**config.mk**
```make
export PLATFORM = sky130hd
export DESIGN_NAME = pipe_hazard_ctrl
export DESIGN_NICKNAME = d
export VERILOG_FILES = /design/src/rtl/pipe_ctrl_pkg.sv /design/src/rtl/pipe_hazard_ctrl_load_use_detect.sv /design/src/rtl/pipe_hazard_ctrl.sv
export SDC_FILE = /design/constraint.sdc
export NUM_CORES = 1
export LEC_CHECK = 0
export ABC_CLOCK_PERIOD_IN_PS = 3900
export CAP_MARGIN = 20
export CORE_MARGIN = 2
export CORE_UTILIZATION = 40
export DETAILED_ROUTE_END_ITERATION = 10
export PLACE_DENSITY_LB_ADDON = 0.15
export SLEW_MARGIN = 10
export SYNTH_ARGS = -nofsm -noshare
export SYNTH_HDL_FRONTEND = slang
export SYNTH_HIERARCHICAL = 1
export SYNTH_SLANG_ARGS = --single-unit
```
**constraint.sdc**
```tcl
create_clock -name clk -period 3.9 [get_ports clk]
set_input_delay 0.585 -clock clk [delete_from_list [all_inputs] [get_ports clk]]
set_output_delay 0.585 -clock clk [all_outputs]
set_load 0.1 [all_outputs]
```
**src/rtl/pipe_ctrl_pkg.sv**
```systemverilog
// Shared definitions for the RV32I pipeline control unit: opcodes, FSM state
// type and per-opcode source-register usage.
package pipe_ctrl_pkg;

  localparam logic [6:0] OP     = 7'b0110011;
  localparam logic [6:0] OP_IMM = 7'b0010011;
  localparam logic [6:0] JALR   = 7'b1100111;
  localparam logic [6:0] LOAD   = 7'b0000011;
  localparam logic [6:0] STORE  = 7'b0100011;
  localparam logic [6:0] BRANCH = 7'b1100011;
  localparam logic [6:0] LUI    = 7'b0110111;
  localparam logic [6:0] JAL    = 7'b1101111;

  typedef enum logic [1:0] {
    RUN      = 2'd0,
    LU_STALL = 2'd1,
    FLUSH    = 2'd2
  } ctrl_state_t;

  function automatic logic uses_rs1(input logic [6:0] opcode);
    return opcode inside {OP, OP_IMM, JALR, LOAD, STORE, BRANCH};
  endfunction

  function automatic logic uses_rs2(input logic [6:0] opcode);
    return opcode inside {OP, STORE, BRANCH};
  endfunction

endpackage

```
**src/rtl/pipe_hazard_ctrl_load_use_detect.sv**
```systemverilog
// Combinational load-use hazard detector: flags when the instruction in ID
// reads the (non-x0) destination of a LOAD currently in EX.
module load_use_detect
  import pipe_ctrl_pkg::*;
(
  input  logic       id_valid,
  input  logic [6:0] id_opcode,
  input  logic [4:0] id_rs1,
  input  logic [4:0] id_rs2,
  input  logic       ex_valid,
  input  logic       ex_mem_read,
  input  logic [4:0] ex_rd,
  output logic       load_use
);

  logic hit_rs1;
  logic hit_rs2;

  always_comb begin
    hit_rs1  = uses_rs1(id_opcode) && (id_rs1 == ex_rd);
    hit_rs2  = uses_rs2(id_opcode) && (id_rs2 == ex_rd);
    load_use = id_valid && ex_valid && ex_mem_read && (ex_rd != '0)
               && (hit_rs1 || hit_rs2);
  end

endmodule

```
**src/rtl/pipe_hazard_ctrl.sv**
```systemverilog
// Pipeline control for the 5-stage RV32I core: load-use bubbles, redirect
// flushes, memory-wait freeze, and stall/flush performance counters.
module pipe_hazard_ctrl
  import pipe_ctrl_pkg::*;
#(
  parameter int unsigned LU_STALL_CYCLES  = 1,
  parameter int unsigned REDIRECT_PENALTY = 1
) (
  input  logic        clk,
  input  logic        reset,
  input  logic        if_valid,
  input  logic [6:0]  id_opcode,
  input  logic [4:0]  id_rs1,
  input  logic [4:0]  id_rs2,
  input  logic        ex_valid,
  input  logic        ex_mem_read,
  input  logic [4:0]  ex_rd,
  input  logic        branch_taken,
  input  logic        mem_busy,
  output logic        pc_we,
  output logic        ifid_we,
  output logic        ifid_flush,
  output logic        idex_bubble,
  output logic        pipe_hold,
  output logic        id_valid,
  output logic [31:0] stall_cnt,
  output logic [31:0] flush_cnt
);

  localparam logic [4:0] LU_RELOAD = 5'(LU_STALL_CYCLES - 1);
  localparam logic [4:0] RP_RELOAD = 5'(REDIRECT_PENALTY - 1);

  ctrl_state_t state;
  logic [4:0]  cnt;
  logic        load_use;

  load_use_detect u_detect (
    .id_valid    (id_valid),
    .id_opcode   (id_opcode),
    .id_rs1      (id_rs1),
    .id_rs2      (id_rs2),
    .ex_valid    (ex_valid),
    .ex_mem_read (ex_mem_read),
    .ex_rd       (ex_rd),
    .load_use    (load_use)
  );

  // Mealy control outputs; load_use is only consulted in RUN, which masks it
  // during an ongoing stall.
  always_comb begin
    pc_we       = 1'b0;
    ifid_we     = 1'b0;
    ifid_flush  = 1'b0;
    idex_bubble = 1'b0;
    pipe_hold   = 1'b0;
    if (reset) begin
      ifid_flush  = 1'b1;
      idex_bubble = 1'b1;
    end else if (mem_busy) begin
      pipe_hold = 1'b1;
    end else begin
      if (branch_taken) begin
        pc_we       = 1'b1;
        ifid_we     = 1'b1;
        ifid_flush  = 1'b1;
        idex_bubble = 1'b1;
      end else begin
        case (state)
          FLUSH: begin
            pc_we      = 1'b1;
            ifid_we    = 1'b1;
            ifid_flush = 1'b1;
          end
          LU_STALL: idex_bubble = 1'b1;
          default: begin
            if (load_use) begin
              idex_bubble = 1'b1;
            end else begin
              pc_we   = 1'b1;
              ifid_we = 1'b1;
            end
          end
        endcase
      end
      if (!id_valid) idex_bubble = 1'b1;
    end
  end

  always_ff @(posedge clk) begin
    if (reset) begin
      state <= RUN;
      cnt   <= '0;
    end else if (!mem_busy) begin
      if (branch_taken) begin
        if (REDIRECT_PENALTY > 1) begin
          state <= FLUSH;
          cnt   <= RP_RELOAD;
        end else begin
          state <= RUN;
          cnt   <= '0;
        end
      end else begin
        case (state)
          FLUSH, LU_STALL: begin
            cnt <= cnt - 5'd1;
            if (cnt == 5'd1) state <= RUN;
          end
          default: begin
            if (load_use && (LU_STALL_CYCLES > 1)) begin
              state <= LU_STALL;
              cnt   <= LU_RELOAD;
            end
          end
        endcase
      end
    end
  end

  always_ff @(posedge clk) begin
    if (reset) begin
      id_valid  <= 1'b0;
      stall_cnt <= '0;
      flush_cnt <= '0;
    end else begin
      if (ifid_flush)   id_valid <= 1'b0;
      else if (ifid_we) id_valid <= if_valid;
      if (!pc_we) stall_cnt <= stall_cnt + 32'd1;
      if (branch_taken && !mem_busy) flush_cnt <= flush_cnt + 32'd1;
    end
  end

endmodule
```
## Word level (Yosys, flattened, before mapping)

Cells that the tools add are included.

- Bits in registers: 72
- Input bits: 29
- Logic and storage cells: 60

- Add/subtract/negate cells: 3
- Equality and inequality tests: 11
- Mux-type cells: 22
- Bitwise gates (word level): 1
- Reduce and logical (&&, ||, !) cells: 18

Operator list:

| cell | number |
|---|---|
| $add 32x1->32 const B | 2 |
| $mux 1 | 15 |
| $eq 7x6->1 const B | 2 |
| $eq 7x7->1 const B | 2 |
| $eq 5x5->1 | 2 |
| $mux 5 | 2 |
| $eq 7x2->1 const B | 1 |
| $eq 7x5->1 const B | 1 |
| $logic_and 1x1->1 | 7 |
| $mux 2 | 3 |
| $reduce_bool 6->1 | 1 |
| $eq 5x1->1 const B | 1 |
| $reduce_bool 5->1 | 1 |
| $sub 5x1->5 const B | 1 |
| $pmux 1 s2 | 2 |
| $reduce_bool 2->1 | 2 |
| $reduce_or 2->1 | 2 |
| $reduce_and 3->1 | 1 |
| $reduce_bool 3->1 | 1 |
| $eq 2x1->1 const B | 1 |
| $eq 2x2->1 const B | 1 |
| $reduce_and 2->1 | 1 |
| $logic_not 1->1 | 1 |
| $logic_or 1x1->1 | 1 |
| $not 1->1 | 1 |

## Longest topological paths before layout

Gate-level depths: netlist (run 1).

- Word-level depth: 11
- Mapped depth: 10
- Mapped depth without buffers: 8

## Hierarchy

Netlist (run 1), hierarchy kept.

By module, submodules not included:

| module | times used | cells each | area an instance (um^2) | seq. area each (um^2) |
|---|---|---|---|---|
| pipe_hazard_ctrl | 1 | 372 | 3168.0 | 1301.2 |
| load_use_detect | 1 | 22 | 166.4 | 0.0 |

## Worst setup path before layout (run 1)

Ideal clock, no wire load.

- Path type: input port to output port
- Start point: input ex_rd[1]
- End point: output pc_we
- Arrival: 4.247 ns
- Required time: 3.315 ns
- Slack: -0.932 ns
- Cell stages on the path: 7
- Path through: or4_1 o21ai_1 a21oi_1 nor2b_1 clkbuf_1 nor3_1 buf_4

- Cells in the longest elaborated chain, start to end: 9
- Elaborated cells between the ends (all ways): 13
- Those cells by class: eq/ne (2); mux (5); reduce/logical (6)

Ends and longest elaborated chain:

| what | RTL line | text |
|---|---|---|
| start, declared | pipe_hazard_ctrl.sv:17 | `input logic [4:0] ex_rd,` |
| $eq 5x5->1 (on tied branches) | pipe_hazard_ctrl_load_use_detect.sv:20, pipe_hazard_ctrl_load_use_detect.sv:21 |  |
| $logic_and 1x1->1 (on tied branches) | pipe_hazard_ctrl_load_use_detect.sv:20, pipe_hazard_ctrl_load_use_detect.sv:21 |  |
| $logic_or 1x1->1 | pipe_hazard_ctrl_load_use_detect.sv:23 | `&& (hit_rs1 \|\| hit_rs2);` |
| $logic_and 1x1->1 * | pipe_hazard_ctrl_load_use_detect.sv:23 |  |
| named net load_use | pipe_hazard_ctrl.sv:35 | `logic load_use;` |
| $mux 1 * | -- |  |
| $pmux 1 s2 * | -- |  |
| $mux 1 * (3 in series) | -- |  |
| end, declared | pipe_hazard_ctrl.sv:20 | `output logic pc_we,` |

The timed path passes the listed nets; every way through them passes the cells marked *.

## Final worst setup path (run 1)

- Start point: input ex_rd[4]
- End point: output pc_we

- Cells in the longest elaborated chain, start to end: 9
- Elaborated cells between the ends (all ways): 13
- Those cells by class: eq/ne (2); mux (5); reduce/logical (6)

Ends and longest elaborated chain:

| what | RTL line | text |
|---|---|---|
| $eq 5x5->1 (on tied branches) | pipe_hazard_ctrl_load_use_detect.sv:20, pipe_hazard_ctrl_load_use_detect.sv:21 |  |
| $logic_and 1x1->1 (on tied branches) | pipe_hazard_ctrl_load_use_detect.sv:20, pipe_hazard_ctrl_load_use_detect.sv:21 |  |
| $logic_or 1x1->1 | pipe_hazard_ctrl_load_use_detect.sv:23 |  |
| $logic_and 1x1->1 * | pipe_hazard_ctrl_load_use_detect.sv:23 |  |
| named net load_use | pipe_hazard_ctrl.sv:35 |  |
| $mux 1 * | pipe_hazard_ctrl.sv:76 | `if (load_use) begin` |
| $pmux 1 s2 * | pipe_hazard_ctrl.sv:68 | `case (state)` |
| $mux 1 * | pipe_hazard_ctrl.sv:62 | `if (branch_taken) begin` |
| $mux 1 * | pipe_hazard_ctrl.sv:59 | `end else if (mem_busy) begin` |
| $mux 1 * | pipe_hazard_ctrl.sv:56 | `if (reset) begin` |

Marks and branches as above.

==> run_summary.xml, run 1 <==
<?xml version="1.0" encoding="UTF-8"?>
<metrics>
  <group name="finish">
    <metric name="area_growth" unit="%">36.8</metric>
    <metric name="insertedDiodeCount" unit="">0</metric>
    <metric name="final_area" unit="um2">4560</metric>
    <metric name="fillers" unit="">733</metric>
    <metric name="layout-drive-gt1-share" unit="">0.0620</metric>
    <metric name="num-nets-final" unit="">512</metric>
  </group>
  <group name="synthesis">
    <metric name="ys_seq_area_frac" unit="">0.390</metric>
    <metric name="synthDistinctLibCells" unit="">41</metric>
    <metric name="synth_enable_flop_cells" unit="">0</metric>
    <metric name="synthMostInstantiatedCell" unit="">sky130_fd_sc_hd__dfxtp_1</metric>
    <metric name="netlist.area_leader.share" unit="">0.390</metric>
    <metric name="synth.ff_latch_count" unit="">65</metric>
    <metric name="synth_top_cells_by_area" unit="">sky130_fd_sc_hd__dfxtp_1 39%, sky130_fd_sc_hd__or4_1 7.4%, sky130_fd_sc_hd__o31ai_1 7.2%, sky130_fd_sc_hd__a21oi_1 7.1%, sky130_fd_sc_hd__xor2_1 5.3%</metric>
    <metric name="async_reset_ff_frac" unit="">0</metric>
    <metric name="syn_area_per_cell" unit="um2">8.46</metric>
    <metric name="synth.largest_area_cell" unit="">sky130_fd_sc_hd__dfxtp_1</metric>
    <metric name="synth_fp_nets" unit="">425</metric>
    <metric name="syn-cell-area" unit="um2">3330</metric>
    <metric name="synth_top_flop_cell" unit="">sky130_fd_sc_hd__dfxtp_1</metric>
    <metric name="synthCells" unit="">394</metric>
    <metric name="synth.cells.most_frequent" unit="">65 x sky130_fd_sc_hd__dfxtp_1, 47 x sky130_fd_sc_hd__a21oi_1, 33 x sky130_fd_sc_hd__or4_1, 32 x sky130_fd_sc_hd__o31ai_1, 24 x sky130_fd_sc_hd__nand2_1</metric>
    <metric name="synth-warning-count" unit="">6</metric>
  </group>
  <group name="sta">
    <metric name="tns" unit="ps">0</metric>
    <metric name="unrepaired_setup_endpoints_after_global_routing" unit="">false</metric>
    <metric name="fin_worst_skew" unit="ps">8.00</metric>
    <metric name="final-setup-viol-count" unit="">0</metric>
    <metric name="maximum_clock_frequency" unit="MHz">298</metric>
    <metric name="report.final.hold_viol_count" unit="">0</metric>
    <metric name="final_worst_path_period_need" unit="ps">3360</metric>
    <metric name="worst_slew_pin_slew" unit="ps">985</metric>
    <metric name="layout_worst_path_cycle_share" unit="">0.861</metric>
    <metric name="relSlewSlack" unit="">0.341</metric>
    <metric name="slew_viol_final" unit="">0</metric>
  </group>
  <group name="clock_tree">
    <metric name="total_setup_buffers_inserted_after_cts" unit="">0</metric>
    <metric name="cts_tree" unit="">built</metric>
    <metric name="cts.clk_slew.worst_paths" unit="ps">70</metric>
    <metric name="clock_insertion_delay_worst_skew" unit="ps">340</metric>
    <metric name="clock_sink_count" unit="">65</metric>
    <metric name="post_cts_resize_count" unit="">0</metric>
    <metric name="htreeDepth" unit="">3</metric>
    <metric name="clockRootBuffer" unit="">sky130_fd_sc_hd__clkbuf_8</metric>
    <metric name="cts.hold.buffers_added" unit="">0</metric>
    <metric name="cts-buffers-inserted" unit="">9</metric>
    <metric name="max-clock-path-buffers" unit="">2</metric>
  </group>
  <group name="routing">
    <metric name="post_drt_wl_per_cell" unit="um">14.5</metric>
    <metric name="wire_length_after_detailed_routing" unit="um">8550</metric>
    <metric name="drt.antenna.violating_nets" unit="">0</metric>
    <metric name="firstDrtPassIters" unit="">4</metric>
    <metric name="drt_iter0_markers" unit="">119</metric>
    <metric name="dr_total_vias" unit="">3391</metric>
    <metric name="drt-vias-per-instance" unit="">5.76</metric>
    <metric name="drc" unit="">0</metric>
  </group>
  <group name="power_and_ir_drop">
    <metric name="worst_ir_drop_vdd" unit="uV">159</metric>
    <metric name="static-leakage-power" unit="nW">1.39</metric>
    <metric name="power_per_cell_area" unit="nW/um2">288</metric>
  </group>
  <group name="worst_setup_path">
    <metric name="worstRegToRegCells" unit="">9</metric>
    <metric name="critical_path.cell_chain" unit="">clkdlybuf4s50_1, xor2_1, nor4_1, nand3_1, a21oi_1, nor2b_1, nor3_2, buf_12</metric>
    <metric name="critPathKind" unit="">input pin to output pin</metric>
    <metric name="crit_required" unit="ps">3310</metric>
    <metric name="startpoint_type" unit="">input pin</metric>
    <metric name="critPathSlowestCell" unit="">sky130_fd_sc_hd__nor2b_1</metric>
    <metric name="worst_path_largest_cell_delay" unit="ps">490</metric>
    <metric name="worstSetupEndpointType" unit="">output pin</metric>
    <metric name="worst-endpoint-arrival" unit="ps">2770</metric>
    <metric name="path_max_fanout" unit="">6</metric>
  </group>
  <group name="global_route">
    <metric name="grt_overflow_total" unit="">0</metric>
    <metric name="grt_pass1_vias" unit="">3076</metric>
    <metric name="antenna_violations_before_repair" unit="">0</metric>
    <metric name="pin_count_of_the_biggest_net_entering_global_routing" unit="">38</metric>
    <metric name="global_route_wire_length_before_repair" unit="um">14000</metric>
    <metric name="all_layer_global_routing_usage" unit="">0.192</metric>
  </group>
  <group name="hold_path">
    <metric name="hp-class" unit="">flip-flop to flip-flop</metric>
    <metric name="min_delay_path_depth" unit="">2</metric>
  </group>
  <group name="place">
    <metric name="detailed_place_hpwl" unit="um">5950</metric>
    <metric name="io_buffers" unit="">98</metric>
    <metric name="finalWeightedCongestion" unit="">0.737</metric>
    <metric name="dpl-instance-area" unit="um2">4390</metric>
  </group>
  <group name="floorplan">
    <metric name="vertical_extent_of_the_die" unit="um">95.3</metric>
    <metric name="fp.coreArea" unit="um2">8130</metric>
    <metric name="fp-row-count" unit="">33</metric>
    <metric name="ioPinCount" unit="">99</metric>
    <metric name="fp.dieW" unit="um">95.3</metric>
    <metric name="dieArea" unit="um2">9080</metric>
    <metric name="initial_utilization" unit="">0.410</metric>
  </group>
  <group name="job">
    <metric name="max_cap_viol_count" unit="">0</metric>
  </group>
  <group name="status">
    <metric name="status" unit="">complete, no violations</metric>
  </group>
</metrics>
through the flow:
stage	worst slack [ps]	std cells	power, W	hold WS [ps]	util
2_1_floorplan	31.2	394	0.000771	721	-
5_1_grt	336	589	0.00137	504	0.561
3_3_place_gp	522	575	0.000826	462	0.540
3_5_place_dp	419	575	0.000828	474	0.540
4_1_cts	519	589	0.00133	484	0.561
6_report	543	589	0.00131	478	0.561
cell usage in the layout, fill, tap and decap left out, types with 2 or more instances in the layout:
| cell | count |
|---|---|
| sky130_fd_sc_hd__clkinv_2 | 2 |
| sky130_fd_sc_hd__a21oi_1 | 47 |
| sky130_fd_sc_hd__nand3_1 | 18 |
| sky130_fd_sc_hd__buf_12 | 3 |
| sky130_fd_sc_hd__nand2b_1 | 3 |
| sky130_fd_sc_hd__o31ai_1 | 32 |
| sky130_fd_sc_hd__and4_1 | 10 |
| sky130_fd_sc_hd__buf_4 | 5 |
| sky130_fd_sc_hd__nor2_1 | 20 |
| sky130_fd_sc_hd__dfxtp_1 | 65 |
| sky130_fd_sc_hd__o21ai_0 | 16 |
| sky130_fd_sc_hd__inv_1 | 5 |
| sky130_fd_sc_hd__clkdlybuf4s50_1 | 92 |
| sky130_fd_sc_hd__and2_1 | 4 |
| sky130_fd_sc_hd__nand4b_1 | 2 |
| sky130_fd_sc_hd__nand4_1 | 15 |
| sky130_fd_sc_hd__or3_1 | 11 |
| sky130_fd_sc_hd__o2111ai_1 | 3 |
| sky130_fd_sc_hd__clkbuf_8 | 11 |
| sky130_fd_sc_hd__or4_1 | 33 |
| sky130_fd_sc_hd__nand2_1 | 24 |
| sky130_fd_sc_hd__nand4_2 | 2 |
| sky130_fd_sc_hd__nor3_1 | 2 |
| sky130_fd_sc_hd__xnor2_1 | 8 |
| sky130_fd_sc_hd__nor4_1 | 4 |
| sky130_fd_sc_hd__and3_1 | 5 |
| sky130_fd_sc_hd__xor2_1 | 20 |
| sky130_fd_sc_hd__a2111o_1 | 2 |
| sky130_fd_sc_hd__ha_1 | 2 |
| sky130_fd_sc_hd__nor2b_1 | 4 |
registers in the layout (all words and copies together) (netlist names):
name	flops
flush_cnt	32
id_valid	1
stall_cnt	32
cells by family after synthesis:
family          share of synthesized area
simple gates                        0.293
xor+xnor                           0.0735
buf+inv                            0.0379
compound gates                      0.198
flops                               0.390
fa+ha+maj                         0.00750
worst paths after layout:
path | from | endpoint | slack, ps
worst max-delay path | ex_rd[4] | pc_we | 540
worst min-delay path | flush_cnt[31]$_SDFFE_PP0P_ | flush_cnt[31]$_SDFFE_PP0P_ | 480
worst max register to register | id_valid$_SDFFE_PP0P_ | stall_cnt[19]$_SDFFE_PP0N_ | 1280
worst min register to register | flush_cnt[31]$_SDFFE_PP0P_ | flush_cnt[31]$_SDFFE_PP0P_ | 480
worst max-delay path, delay by kind of cell:
family,cells,cell delay [ps]
xor+xnor,1,190
buf+inv,2,690
compound gates,1,250
simple gates,4,1060
per-layer routing:
metal | up-vias | track usage | routed length, um
met3 | 10 | 0.0427 | 422
met4 | 0 | 0.0833 | 126
met5 | - | 0 | 0
li1 | 1690 | - | -
met1 | 1610 | 0.244 | 3970
met2 | 81 | 0.312 | 4040
layout make-up:
class,count,area (um2),share of cell area
clock inverters,3,17.5,0.00384
repair buffers,101,1020,0.224
well taps,105,131,0.0288
clock buffers,11,151,0.0332
inverters,5,18.8,0.00411
multi-input cells,299,1920,0.421
flip-flops and latches,65,1300,0.285
power breakdown:
part	leakage [nW]	switching, W	internal, W	total [W]
clock network	0.0871	0.000246	0.000256	0.000502
logic	0.784	0.0000871	0.0000518	0.000139
registers	0.524	0.00000561	0.000668	0.000673
No activity file was read; power rests on OpenSTA's default activity.
==> run 2, diff against run 1 <==
--- a/config.mk
+++ b/config.mk
@@ -5,8 +5,9 @@
 export SDC_FILE = /design/constraint.sdc
 export NUM_CORES = 1
 export LEC_CHECK = 0
-export ABC_CLOCK_PERIOD_IN_PS = 3900
+export ABC_CLOCK_PERIOD_IN_PS = 2900
 export CAP_MARGIN = 20
+export CORE_ASPECT_RATIO = 0.7
 export CORE_MARGIN = 2
 export CORE_UTILIZATION = 40
 export DETAILED_ROUTE_END_ITERATION = 10
==> constraint.sdc (replaced) <==
create_clock -name clk -period 2.9 [get_ports clk]
set_input_delay 0.435 -clock clk [delete_from_list [all_inputs] [get_ports clk]]
set_output_delay 0.435 -clock clk [all_outputs]
set_load 0.1 [all_outputs]
==> run 2 against run 1 <==
The run now ends with design-rule violations left; routed wire length up 5.4%; die area up 0.13%; global-route usage up 0.86 points; highest routed layer unchanged.
==> run_summary.xml, run 2 (synthesized netlist as in run 1, its figures left out) <==
<?xml version="1.0" encoding="UTF-8"?>
<metrics>
  <group name="sta">
    <metric name="final_worst_path_period_need" unit="ps">2790</metric>
    <metric name="worst_slew_pin_slew" unit="ps">472</metric>
    <metric name="final-setup-viol-count" unit="">0</metric>
    <metric name="maximum_clock_frequency" unit="MHz">358</metric>
    <metric name="layout_worst_path_cycle_share" unit="">0.964</metric>
    <metric name="unrepaired_setup_endpoints_after_global_routing" unit="">false</metric>
    <metric name="tns" unit="ps">0</metric>
    <metric name="fin_worst_skew" unit="ps">6.21</metric>
    <metric name="report.final.hold_viol_count" unit="">0</metric>
    <metric name="relSlewSlack" unit="">0.685</metric>
    <metric name="slew_viol_final" unit="">0</metric>
  </group>
  <group name="worst_setup_path">
    <metric name="timing.reg2reg.setup_slack" unit="ps">450</metric>
    <metric name="path_buf_inv" unit="">4</metric>
    <metric name="regToRegStartpoint" unit="">id_valid$_SDFFE_PP0P_</metric>
    <metric name="worst_path_largest_cell_delay" unit="ps">530</metric>
    <metric name="critPathTopFamily" unit="">simple AND/OR/NAND/NOR gates</metric>
    <metric name="cp.depth" unit="">9</metric>
    <metric name="worst_setup_path_startpoint" unit="">ex_rd[1]</metric>
    <metric name="crit_required" unit="ps">2470</metric>
    <metric name="critical_path.cell_chain" unit="">dlygate4sd2_1, or4_1, o21ai_1, a21oi_1, buf_4, nor2b_4, buf_6, nor3_4, buf_12</metric>
    <metric name="startpoint_type" unit="">input pin</metric>
    <metric name="reg2reg_to" unit="">stall_cnt[31]$_SDFFE_PP0N_</metric>
    <metric name="path_max_fanout" unit="">10</metric>
    <metric name="worstRegToRegCells" unit="">9</metric>
    <metric name="worstSetupEndpointType" unit="">output pin</metric>
    <metric name="worst-endpoint-arrival" unit="ps">2360</metric>
    <metric name="critPathCapture" unit="">pc_we</metric>
    <metric name="critPathKind" unit="">input pin to output pin</metric>
    <metric name="critPathSlowestCell" unit="">sky130_fd_sc_hd__or4_1</metric>
  </group>
  <group name="clock_tree">
    <metric name="max-clock-path-buffers" unit="">2</metric>
    <metric name="htreeDepth" unit="">3</metric>
    <metric name="cts.clk_slew.worst_paths" unit="ps">50</metric>
    <metric name="cts.hold.buffers_added" unit="">0</metric>
    <metric name="cts_tree" unit="">built</metric>
    <metric name="clock_insertion_delay_worst_skew" unit="ps">330</metric>
    <metric name="cts-buffers-inserted" unit="">9</metric>
    <metric name="clockRootBuffer" unit="">sky130_fd_sc_hd__clkbuf_16</metric>
    <metric name="clock_sink_count" unit="">65</metric>
  </group>
  <group name="place">
    <metric name="placed_cells_incl_taps" unit="">583</metric>
    <metric name="dpl-instance-area" unit="um2">4360</metric>
    <metric name="detailed_place_hpwl" unit="um">6390</metric>
    <metric name="io_buffers" unit="">98</metric>
    <metric name="finalWeightedCongestion" unit="">0.832</metric>
  </group>
  <group name="finish">
    <metric name="layout-drive-gt1-share" unit="">0.221</metric>
    <metric name="num-nets-final" unit="">524</metric>
    <metric name="area_growth" unit="%">40.1</metric>
    <metric name="fillers" unit="">743</metric>
    <metric name="largestRegisters" unit="">flush_cnt (32), stall_cnt (32), id_valid (1)</metric>
    <metric name="final_area" unit="um2">4670</metric>
    <metric name="layoutNonFillerInstCount" unit="">599</metric>
    <metric name="most-common-layout-cells" unit="">78 x sky130_fd_sc_hd__buf_4, 65 x sky130_fd_sc_hd__dfxtp_1, 47 x sky130_fd_sc_hd__a21oi_1, 33 x sky130_fd_sc_hd__or4_1, 32 x sky130_fd_sc_hd__o31ai_1</metric>
    <metric name="insertedDiodeCount" unit="">0</metric>
    <metric name="layout_commonest_cell" unit="">sky130_fd_sc_hd__buf_4</metric>
  </group>
  <group name="routing">
    <metric name="drc" unit="">7</metric>
    <metric name="drt.antenna.violating_nets" unit="">0</metric>
    <metric name="post_drt_wl_per_cell" unit="um">15.0</metric>
    <metric name="drt-vias-per-instance" unit="">5.79</metric>
    <metric name="wire_length_after_detailed_routing" unit="um">9010</metric>
    <metric name="dr_total_vias" unit="">3468</metric>
    <metric name="firstDrtPassIters" unit="">8</metric>
    <metric name="drt_iter0_markers" unit="">180</metric>
  </group>
  <group name="global_route">
    <metric name="grt_overflow_total" unit="">0</metric>
    <metric name="pin_count_of_the_biggest_net_entering_global_routing" unit="">34</metric>
    <metric name="all_layer_global_routing_usage" unit="">0.201</metric>
    <metric name="antenna_violations_before_repair" unit="">0</metric>
    <metric name="global_route_wire_length_before_repair" unit="um">14800</metric>
    <metric name="grt_pass1_vias" unit="">3114</metric>
  </group>
  <group name="power_and_ir_drop">
    <metric name="worst_ir_drop_vdd" unit="uV">252</metric>
    <metric name="static-leakage-power" unit="nW">1.67</metric>
    <metric name="power_per_cell_area" unit="nW/um2">467</metric>
  </group>
  <group name="floorplan">
    <metric name="dieArea" unit="um2">9090</metric>
    <metric name="fp-row-count" unit="">27</metric>
    <metric name="ioPinCount" unit="">99</metric>
    <metric name="vertical_extent_of_the_die" unit="um">80.4</metric>
    <metric name="fp.coreArea" unit="um2">7970</metric>
    <metric name="fp.dieW" unit="um">113</metric>
    <metric name="initial_utilization" unit="">0.418</metric>
  </group>
  <group name="hold_path">
    <metric name="hp-class" unit="">input pin to flip-flop</metric>
  </group>
  <group name="status">
    <metric name="status" unit="">complete, but fails checks</metric>
    <metric name="failed_checks" unit="">design-rule violations</metric>
  </group>
  <group name="job">
    <metric name="max_cap_viol_count" unit="">0</metric>
  </group>
</metrics>
## run 2: cell count changes in the layout (fill, tap and decap cells not counted), sizes merged
cell           previous run  this run
bufinv                    0         1
clkdlybuf4s50            92        22
buf                       9        86
dlygate4sd2               0         4
clkinvlp                  1         2
dlymetal6s2s              0         1
## run 2: final cells by class
cell class	count	area, um2	share of cell area
clock buffer	11	243	0.0520
clock inverter	5	55.1	0.0118
inverter	5	18.8	0.00402
multi-input combinational	299	1940	0.415
sequential	65	1300	0.279
tap	101	126	0.0271
timing repair buffer	113	990	0.212
## run 2: how the worst min path moves through the flow
stage	start	to	cells past startpoint
floorplan	if_valid	id_valid$_SDFFE_PP0P_	2
global placement	flush_cnt[31]$_SDFFE_PP0P_	flush_cnt[31]$_SDFFE_PP0P_	2
detailed placement	flush_cnt[31]$_SDFFE_PP0P_	flush_cnt[31]$_SDFFE_PP0P_	2
CTS	reset	stall_cnt[6]$_SDFFE_PP0N_	2
global route	flush_cnt[21]$_SDFFE_PP0P_	flush_cnt[21]$_SDFFE_PP0P_	2
finish	reset	stall_cnt[6]$_SDFFE_PP0N_	2
## run 2: repair_timing
action,CTS,global route
buffers inserted,0,0
pin swaps,1,0
endpoints found under the setup margin,2,3
endpoints found under the hold margin,0,0
resized for setup,5,3
## run 2: stage by stage
step	power (W)	setup WS, ps	hold WS, ps	utilization
global route	0.00225	64.0	514	0.586
detailed placement	0.00112	-209	480	0.547
global placement	0.00112	-145	466	0.547
floorplan	0.00104	-208	571	-
CTS	0.00220	22.8	491	0.584
finish	0.00218	105	490	0.586
## run 2: power breakdown
group | internal (W) | leakage [nW] | switching (W)
Clock | 0.000685 | 0.142 | 0.000393
Combinational | 0.0000749 | 1.00 | 0.000121
Sequential | 0.000899 | 0.524 | 0.00000743
## run 2: routing by layer
layer | routed length [um] | global-route usage
met5 | 0 | 0
met1 | 4340 | 0.267
met2 | 4050 | 0.316
met4 | 110 | 0.0720
met3 | 513 | 0.0506
## run 2: worst reg2reg max path: stages (launching register included)
cell,delay (ps)
sky130_fd_sc_hd__dfxtp_1,370
sky130_fd_sc_hd__nand4b_1,110
sky130_fd_sc_hd__a211oi_1,240
sky130_fd_sc_hd__o21ai_1,120
sky130_fd_sc_hd__a21oi_1,140
sky130_fd_sc_hd__buf_4,150
sky130_fd_sc_hd__nand2b_1,70
sky130_fd_sc_hd__a2111o_1,520
sky130_fd_sc_hd__or4_1,510
sky130_fd_sc_hd__a21oi_1,160
==> run 3, diff against run 2 <==
--- a/config.mk
+++ b/config.mk
@@ -6,7 +6,6 @@
 export NUM_CORES = 1
 export LEC_CHECK = 0
 export ABC_CLOCK_PERIOD_IN_PS = 2900
-export CAP_MARGIN = 20
 export CORE_ASPECT_RATIO = 0.7
 export CORE_MARGIN = 2
 export CORE_UTILIZATION = 40
==> results of run 3 <==
No change in the layout: final DEF, timing and power equal those of run 2.
